==> src/rtl/lpm_pkg.sv <==
// lpm_pkg: shared constants and helpers for the LPM arithmetic primitives.
package lpm_pkg;

   localparam int DIR_ADD      = 0;
   localparam int DIR_SUB      = 1;
   localparam int DIR_DYNAMIC  = 2;
   localparam int REP_UNSIGNED = 0;
   localparam int REP_SIGNED   = 1;

   function automatic int seg_width(input int width, input int n);
      return (width + n - 1) / n;
   endfunction

   // Unsigned add overflows on carry-out; unsigned subtract overflows on borrow.
   function automatic logic ovf_rule(input int rep, input logic add, input logic co, input logic cm);
      return (rep == REP_SIGNED) ? (cm ^ co) : (add ? co : ~co);
   endfunction

endpackage

==> src/rtl/lpm_add_seg.sv <==
// lpm_add_seg: SEG-bit adder slice with optional operand-B inversion,
// exposing both the carry-out and the carry into its own MSB.
module lpm_add_seg #(
   parameter int SEG = 8
) (
   input  logic [SEG-1:0] a,
   input  logic [SEG-1:0] b,
   input  logic           ci,
   input  logic           inv_b,
   output logic [SEG-1:0] s,
   output logic           co,
   output logic           cm
);

   logic [SEG-1:0] bo;

   assign bo      = inv_b ? ~b : b;
   assign {co, s} = {1'b0, a} + {1'b0, bo} + {{SEG{1'b0}}, ci};
   // The MSB sum bit is a^b^carry_in, so the incoming carry falls out of it.
   assign cm      = s[SEG-1] ^ a[SEG-1] ^ bo[SEG-1];

endmodule

==> src/rtl/lpm_add_sub_pipe.sv <==
// lpm_add_sub_pipe: adder/subtractor with the carry chain split across
// PIPELINE stages, clken stall and valid tagging.
module lpm_add_sub_pipe
   import lpm_pkg::*;
#(
   parameter int WIDTH      = 8,
   parameter int PIPELINE   = 0,
   parameter int SIGNED_REP = 0,
   parameter int DIRECTION  = 2
) (
   input  logic             clock,
   input  logic             aclr_n,
   input  logic             clken,
   input  logic             in_valid,
   input  logic             add_sub,
   input  logic             cin,
   input  logic [WIDTH-1:0] dataa,
   input  logic [WIDTH-1:0] datab,
   output logic [WIDTH-1:0] result,
   output logic             cout,
   output logic             overflow,
   output logic             out_valid
);

   logic as_in;

   assign as_in = (DIRECTION == DIR_ADD) ? 1'b1 : (DIRECTION == DIR_SUB) ? 1'b0 : add_sub;

   generate
      if (WIDTH < 1 || PIPELINE < 0 || PIPELINE > WIDTH) begin : g_bad
         $error("lpm_add_sub_pipe: need WIDTH>=1 and 0<=PIPELINE<=WIDTH");
      end

      if (PIPELINE == 0) begin : g_comb
         logic cm;
         logic unused_ok;
         assign unused_ok = ^{clock, aclr_n, clken};
         lpm_add_seg #(.SEG(WIDTH)) u_seg (
            .a     (dataa),
            .b     (datab),
            .ci    (cin),
            .inv_b (~as_in),
            .s     (result),
            .co    (cout),
            .cm    (cm)
         );
         assign overflow  = ovf_rule(SIGNED_REP, as_in, cout, cm);
         assign out_valid = in_valid;
      end else begin : g_pipe
         localparam int SEG = seg_width(WIDTH, PIPELINE);
         // *_d: stage inputs, *_n: stage results, *_q: stage registers
         logic [WIDTH-1:0] a_d [PIPELINE];
         logic [WIDTH-1:0] b_d [PIPELINE];
         logic [WIDTH-1:0] r_d [PIPELINE];
         logic             as_d [PIPELINE];
         logic             c_d [PIPELINE];
         logic             ov_d [PIPELINE];
         logic             v_d [PIPELINE];
         logic [WIDTH-1:0] r_n [PIPELINE];
         logic             c_n [PIPELINE];
         logic             cm_n [PIPELINE];
         logic             ov_n [PIPELINE];
         logic [WIDTH-1:0] a_q [PIPELINE];
         logic [WIDTH-1:0] b_q [PIPELINE];
         logic [WIDTH-1:0] r_q [PIPELINE];
         logic             as_q [PIPELINE];
         logic             c_q [PIPELINE];
         logic             ov_q [PIPELINE];
         logic             v_q [PIPELINE];

         for (genvar k = 0; k < PIPELINE; k++) begin : g_stg
            localparam int LO = (k * SEG < WIDTH) ? k * SEG : WIDTH;
            localparam int HI = ((k + 1) * SEG < WIDTH) ? (k + 1) * SEG : WIDTH;
            localparam int W  = HI - LO;

            if (k == 0) begin : g_in
               assign a_d[k]  = dataa;
               assign b_d[k]  = datab;
               assign r_d[k]  = '0;
               assign as_d[k] = as_in;
               assign c_d[k]  = cin;
               assign ov_d[k] = 1'b0;
               assign v_d[k]  = in_valid;
            end else begin : g_chain
               assign a_d[k]  = a_q[k-1];
               assign b_d[k]  = b_q[k-1];
               assign r_d[k]  = r_q[k-1];
               assign as_d[k] = as_q[k-1];
               assign c_d[k]  = c_q[k-1];
               assign ov_d[k] = ov_q[k-1];
               assign v_d[k]  = v_q[k-1];
            end

            // Ceil-sized segments can run out before the last stage; those stages only delay.
            if (W > 0) begin : g_add
               logic [W-1:0] s;
               lpm_add_seg #(.SEG(W)) u_seg (
                  .a     (a_d[k][LO +: W]),
                  .b     (b_d[k][LO +: W]),
                  .ci    (c_d[k]),
                  .inv_b (~as_d[k]),
                  .s     (s),
                  .co    (c_n[k]),
                  .cm    (cm_n[k])
               );
               assign r_n[k]  = r_d[k] | (WIDTH'(s) << LO);
               assign ov_n[k] = (HI == WIDTH) ? ovf_rule(SIGNED_REP, as_d[k], c_n[k], cm_n[k]) : ov_d[k];
            end else begin : g_pass
               assign r_n[k]  = r_d[k];
               assign c_n[k]  = c_d[k];
               assign cm_n[k] = 1'b0;
               assign ov_n[k] = ov_d[k];
            end

            always_ff @(posedge clock or negedge aclr_n) begin
               if (!aclr_n) begin
                  a_q[k]  <= '0;
                  b_q[k]  <= '0;
                  r_q[k]  <= '0;
                  as_q[k] <= 1'b0;
                  c_q[k]  <= 1'b0;
                  ov_q[k] <= 1'b0;
                  v_q[k]  <= 1'b0;
               end else if (clken) begin
                  a_q[k]  <= a_d[k];
                  b_q[k]  <= b_d[k];
                  r_q[k]  <= r_n[k];
                  as_q[k] <= as_d[k];
                  c_q[k]  <= c_n[k];
                  ov_q[k] <= ov_n[k];
                  v_q[k]  <= v_d[k];
               end
            end
         end

         assign result    = r_q[PIPELINE-1];
         assign cout      = c_q[PIPELINE-1];
         assign overflow  = ov_q[PIPELINE-1];
         assign out_valid = v_q[PIPELINE-1];
      end
   endgenerate

endmodule
==> config.mk <==
export PLATFORM = sky130hd
export DESIGN_NAME = lpm_add_sub_pipe
export DESIGN_NICKNAME = d
export VERILOG_FILES = /design/src/rtl/lpm_pkg.sv /design/src/rtl/lpm_add_seg.sv /design/src/rtl/lpm_add_sub_pipe.sv
export SDC_FILE = /design/constraint.sdc
export NUM_CORES = 1
export LEC_CHECK = 0
export ABC_AREA = 1
export BUFFER_PORTS_ARGS = -buffer_cell sky130_fd_sc_hd__buf_2
export CAP_MARGIN = 10
export CORE_AREA = 2 2 39 41
export DETAILED_ROUTE_END_ITERATION = 10
export DIE_AREA = 0 0 41 43
export PLACE_DENSITY = 0.79
export SLEW_MARGIN = 25
export SYNTH_ARGS = -nofsm -noshare
export SYNTH_HDL_FRONTEND = slang
export SYNTH_HIERARCHICAL = 1
export SYNTH_SLANG_ARGS = --single-unit
==> constraint.sdc <==
create_clock -name vclk -period 2.67
set_clock_uncertainty 0.15 [all_clocks]
set_input_delay 0.4005 -clock vclk [all_inputs]
set_output_delay 0.4005 -clock vclk [all_outputs]
set_load 0.005 [all_outputs]
==> results of run 1 <==
-- repair_timing --
| item | in CTS | in global routing |
|---|---|---|
| gates cloned | 0 | 0 |
| pin swaps | 1 | 1 |
| endpoints found under the setup margin | 3 | 1 |
| resized for setup | 2 | 4 |
| hold buffers | 0 | 0 |
-- per-stage QoR --
stage               power, W  instances  setup slack, ns  setup TNS (ns)
finish              0.000218        121           0.0835               0
global route        0.000250        121          -0.0507         -0.0507
CTS                 0.000212        121           0.0301               0
global placement    0.000204        121          -0.0615         -0.0615
floorplan           0.000137         76           0.0460               0
detailed placement  0.000209        121          -0.0948          -0.106
-- where the power goes --
| group | switching (W) | internal [W] | total [W] |
|---|---|---|---|
| Combinational | 0.000111 | 0.000107 | 0.000218 |
| Sequential | 0 | 0 | 0 |
| Clock | 0 | 0 | 0 |
-- per-layer routing --
metal / track usage, % / routed length, µm / vias to the layer above
li1: - / - / 291
met3: 0 / 85 / 0
met5: 0 / 0 / -
met2: 23.1 / 518 / 16
met1: 16.1 / 428 / 225
met4: 0 / 0 / 0
-- cell usage in the layout, fill, tap and decap left out, drive strengths merged --
master,count
o21bai,1
o21ai,1
buf,31
and2,1
xnor2,3
ha,7
a21o,1
nand2,20
inv,16
fa,2
a21oi,4
nand4,1
xor2,8
nor2,4
nand3,5
-- layout make-up --
class	count	area share, %
Inverter	16	8.74
Multi-Input combinational cell	58	65.7
Timing Repair Buffer	31	22.7
Tap cell	16	2.80
-- path summary, 6_finish.rpt --
kind	to	cells past startpoint
worst max-delay path	overflow	13
worst min-delay path	out_valid	0
==> out/metrics.csv, run 1 <==
stage,metric,value,unit
run_status,status,"complete, no violations",
global_routing,All-Layer GR Usage,12.5,%
placement,dpl hpwl,896,µm
min_path,HP Class,in -> out,
sta,Fin. Hold Viols,0,
synthesis,syn avg cell area,6.95,µm²
die,Die Wd,41,µm
layout,Ant. Diodes,0,
placement,Final GP Congestion,0.788,
die,DIE AREA,1760,µm²
critical_path,crit end category,primary output,
layout,design area,716,µm²
critical_path,slowest CP cell,ha_1,
layout,Fillers,144,
layout,multi-input combinational cell area,470,µm²
layout,layout cell share with drive strength beyond 1,47.6,%
power,Max rail drop VDD,0.000126,V
layout,clock buf count,0,
sta,Hold WS,0.651,ns
route,Vias/cell,4.40,
layout,final net count,138,
synthesis,"Cell Area, Synth",528,µm²
critical_path,arrival time worst endpoint,2.04,ns
sta,Rel. slew slack,81.7,%
die,Core Area,1380,µm²
die,Initial Utilization,38.2,%
sta,worst slew pin tran,0.272,ns
critical_path,Crit Path Category,in -> out,
sta,setup violators final,0,
power,PD cells,304,nW/µm²
critical_path,WP buf/inv,5,
critical_path,family with the most delay on the worst path,buffers and inverters,
layout,area grow syn2layout,35.5,%
route,drt drc,0,
sta,Final Max Slew Viols,0,
route,post-route ant nets,0,
layout,register area,0,µm²
layout,final core utilization,51.7,%
route,Routed WL per cell,8.53,µm
route,DR vias,532,
placement,area post-placement,692,µm²
global_routing,number of global-route vias before repair,451,
critical_path,Worst EP required,2.12,ns
sta,Tmin final,2.59,ns
sta,Max Clk Rate,387,MHz
min_path,hold path startpoint,in_valid,
critical_path,Worst path max stage delay,0.40,ns
cts,# Post-CTS Setup Buffers,0,
route,initial DRC count,1,
critical_path,Setup crit start,add_sub,
route,DR pass1 iterations,2,
synthesis,Syn Nets,107,
die,Die Ht,43,µm
die,# rows,14,
synthesis,Post-Synthesis Cells,76,
global_routing,initial antenna violation count,0,
placement,port buffer count,28,
sta,RSZ-0062 raised after global routing,yes,
global_routing,first-pass GRT wire length,1670,µm
global_routing,"Remaining Overflow, GRT",0,
global_routing,largest net degree at the start of global routing,10,
critical_path,"most used cell, CP",nand2_2,
flow_run,Max-cap violations,0,
synthesis,Synth Warn #,6,
critical_path,Max Fanout on Critical Path,9,
route,drt total wl,1030,µm
die,I/O pin cnt,33,
sta,Final Cycle Share,96.9,%
layout,flip-flop and latch count,0,
critical_path,"Cell Chain, Critical Path","buf_2, inv_2, buf_4, xor2_1, ha_1, nand2_2, o21ai_4, nand4_1, nand3_2, inv_1, nand2_2, nand2_2, buf_2",
power,leakage,0.436,nW
critical_path,CP Launch Type,input port,
(Power assumes the default switching activity.)
==> inputs of run 2 (changes only) <==
RECOVER_POWER = 50   (was default)
==> run 2 against run 1 <==
Compared with the run above: largest power group unchanged; first-iteration DRC count unchanged; design area fell by 0.17%; critical path type unchanged; largest cell class unchanged; power is 0.32% lower; sequential share of layout area did not move; cell count unchanged; via count unchanged; global-route usage did not move; non-clock buffer count stayed put; highest routed layer unchanged; sequential cell count unchanged.
==> out/metrics.csv, run 2 (synthesized netlist as in run 1, its figures left out) <==
stage,metric,value,unit
min_path,hold path startpoint,in_valid,
critical_path,Worst EP required,2.12,ns
die,DIE AREA,1760,µm²
critical_path,WP buf/inv,5,
sta,Fin. Hold Viols,0,
layout,most frequent cells in the layout,"buf_2 (27), inv_1 (14), nand2_1 (14), xor2_1 (8), ha_1 (7)",
critical_path,arrival time worst endpoint,2.04,ns
global_routing,met2 Track Usage GR,23.1,%
power,switching share of power,51.1,%
route,drt total wl,1030,µm
layout,"most common cell after layout, fill and taps aside",buf_2,
layout,area grow syn2layout,35.3,%
placement,port buffer count,28,
global_routing,number of global-route vias before repair,451,
layout,multi-input combinational cell area,470,µm²
cts,Post-CTS Hold Buffers,0,
min_path,HP Class,in -> out,
global_routing,met1 Use GR,16.1,%
global_routing,met3 Use GR,0,%
placement,Final GP Congestion,0.788,
critical_path,Setup crit start,add_sub,
power,Logic pwr share,100.0,%
flow_run,Max-cap violations,0,
route,DR pass1 iterations,2,
global_routing,first-pass GRT wire length,1670,µm
min_path,worst hold endpoint,out_valid,
run_status,status,"complete, no violations",
placement,dpl hpwl,896,µm
critical_path,"most used cell, CP",nand2_2,
route,post-route ant nets,0,
layout,Post-Layout Cell Count,121,
power,clock share of power,0,%
die,Core Area,1380,µm²
placement,placed cells,121,
layout,final core utilization,51.6,%
layout,Ant. Diodes,0,
critical_path,Worst path max stage delay,0.40,ns
global_routing,All-Layer GR Usage,12.5,%
critical_path,crit end category,primary output,
power,Sw Pwr,0.000111,W
sta,Final Max Slew Viols,0,
critical_path,"Cell Chain, Critical Path","buf_2, inv_2, buf_4, xor2_1, ha_1, nand2_2, o21ai_4, nand4_1, nand3_2, inv_1, nand2_2, nand2_2, buf_2",
layout,final net count,138,
die,Initial Utilization,38.2,%
die,# rows,14,
sta,Tmin final,2.59,ns
route,DR vias,532,
global_routing,"Most Used Layer, Global Route",met2,
layout,register area,0,µm²
global_routing,initial antenna violation count,0,
power,Max rail drop VDD,0.000126,V
critical_path,Max Fanout on Critical Path,9,
power,Seq pwr share,0,%
sta,worst slew pin tran,0.272,ns
critical_path,family with the most delay on the worst path,buffers and inverters,
layout,flip-flop and latch count,0,
sta,Final Cycle Share,96.9,%
global_routing,"Remaining Overflow, GRT",0,
route,Vias/cell,4.40,
critical_path,CP Launch Type,input port,
min_path,Min-Delay Path Depth,0,
power,PD cells,304,nW/µm²
global_routing,largest net degree at the start of global routing,10,
sta,RSZ-0062 raised after global routing,yes,
die,Die Ht,43,µm
power,leakage,0.433,nW
route,drt drc,0,
power,cell-internal power,0.000106,W
layout,clock buf count,0,
sta,Max Clk Rate,387,MHz
layout,Fillers,145,
sta,Rel. slew slack,81.7,%
die,Die Wd,41,µm
sta,setup violators final,0,
die,I/O pin cnt,33,
critical_path,Crit Path Category,in -> out,
layout,layout cell share with drive strength beyond 1,46.7,%
route,Routed WL per cell,8.55,µm
critical_path,slowest CP cell,ha_1,
route,initial DRC count,1,
[run 2: layout make-up]
type	instances	share of cell area, %
inverter	16	8.76
timing repair buffer	31	22.6
tap	16	2.80
multi-input combinational	58	65.8
[run 2: metrics by stage]
stage                     TNS, ns  setup slack, ns  hold slack, ns  instance area (µm²)  power [W]
final                           0           0.0835           0.651                  714   0.000217
after detailed placement   -0.106          -0.0948           0.651                  692   0.000209
after global routing      -0.0507          -0.0507           0.651                  714   0.000250
after global placement    -0.0615          -0.0615           0.651                  692   0.000204
after floorplan                 0           0.0460           0.732                  528   0.000137
after CTS                       0           0.0301           0.651                  697   0.000212
[run 2: timing repair]
item / in CTS / in global routing
buffers inserted: 0 / 0
pin swaps: 1 / 1
gates cloned: 0 / 0
resized for setup: 2 / 4
endpoints found under the setup margin: 3 / 1
[run 2: power by group through the flow]
stage | combinational [W] | clock (W) | sequential, W
global placement | 0.000204 | 0 | 0
finish | 0.000217 | 0 | 0
floorplan | 0.000137 | 0 | 0
CTS | 0.000212 | 0 | 0
detailed placement | 0.000209 | 0 | 0
global route | 0.000250 | 0 | 0
[run 2: how the worst max path moves through the flow]
stage / endpoint / slack (ns) / cells after the start
final: overflow / 0.08 / 13
after floorplan: overflow / 0.05 / 11
after CTS: overflow / 0.03 / 12
after global placement: overflow / -0.06 / 12
after detailed placement: overflow / -0.09 / 12
after global routing: overflow / -0.05 / 13
[run 2: metal layers]
| layer | vias up | wire length [µm] |
|---|---|---|
| met5 | - | 0 |
| met4 | 0 | 0 |
| met3 | 0 | 85 |
| met2 | 16 | 518 |
| met1 | 225 | 430 |
| li1 | 291 | - |
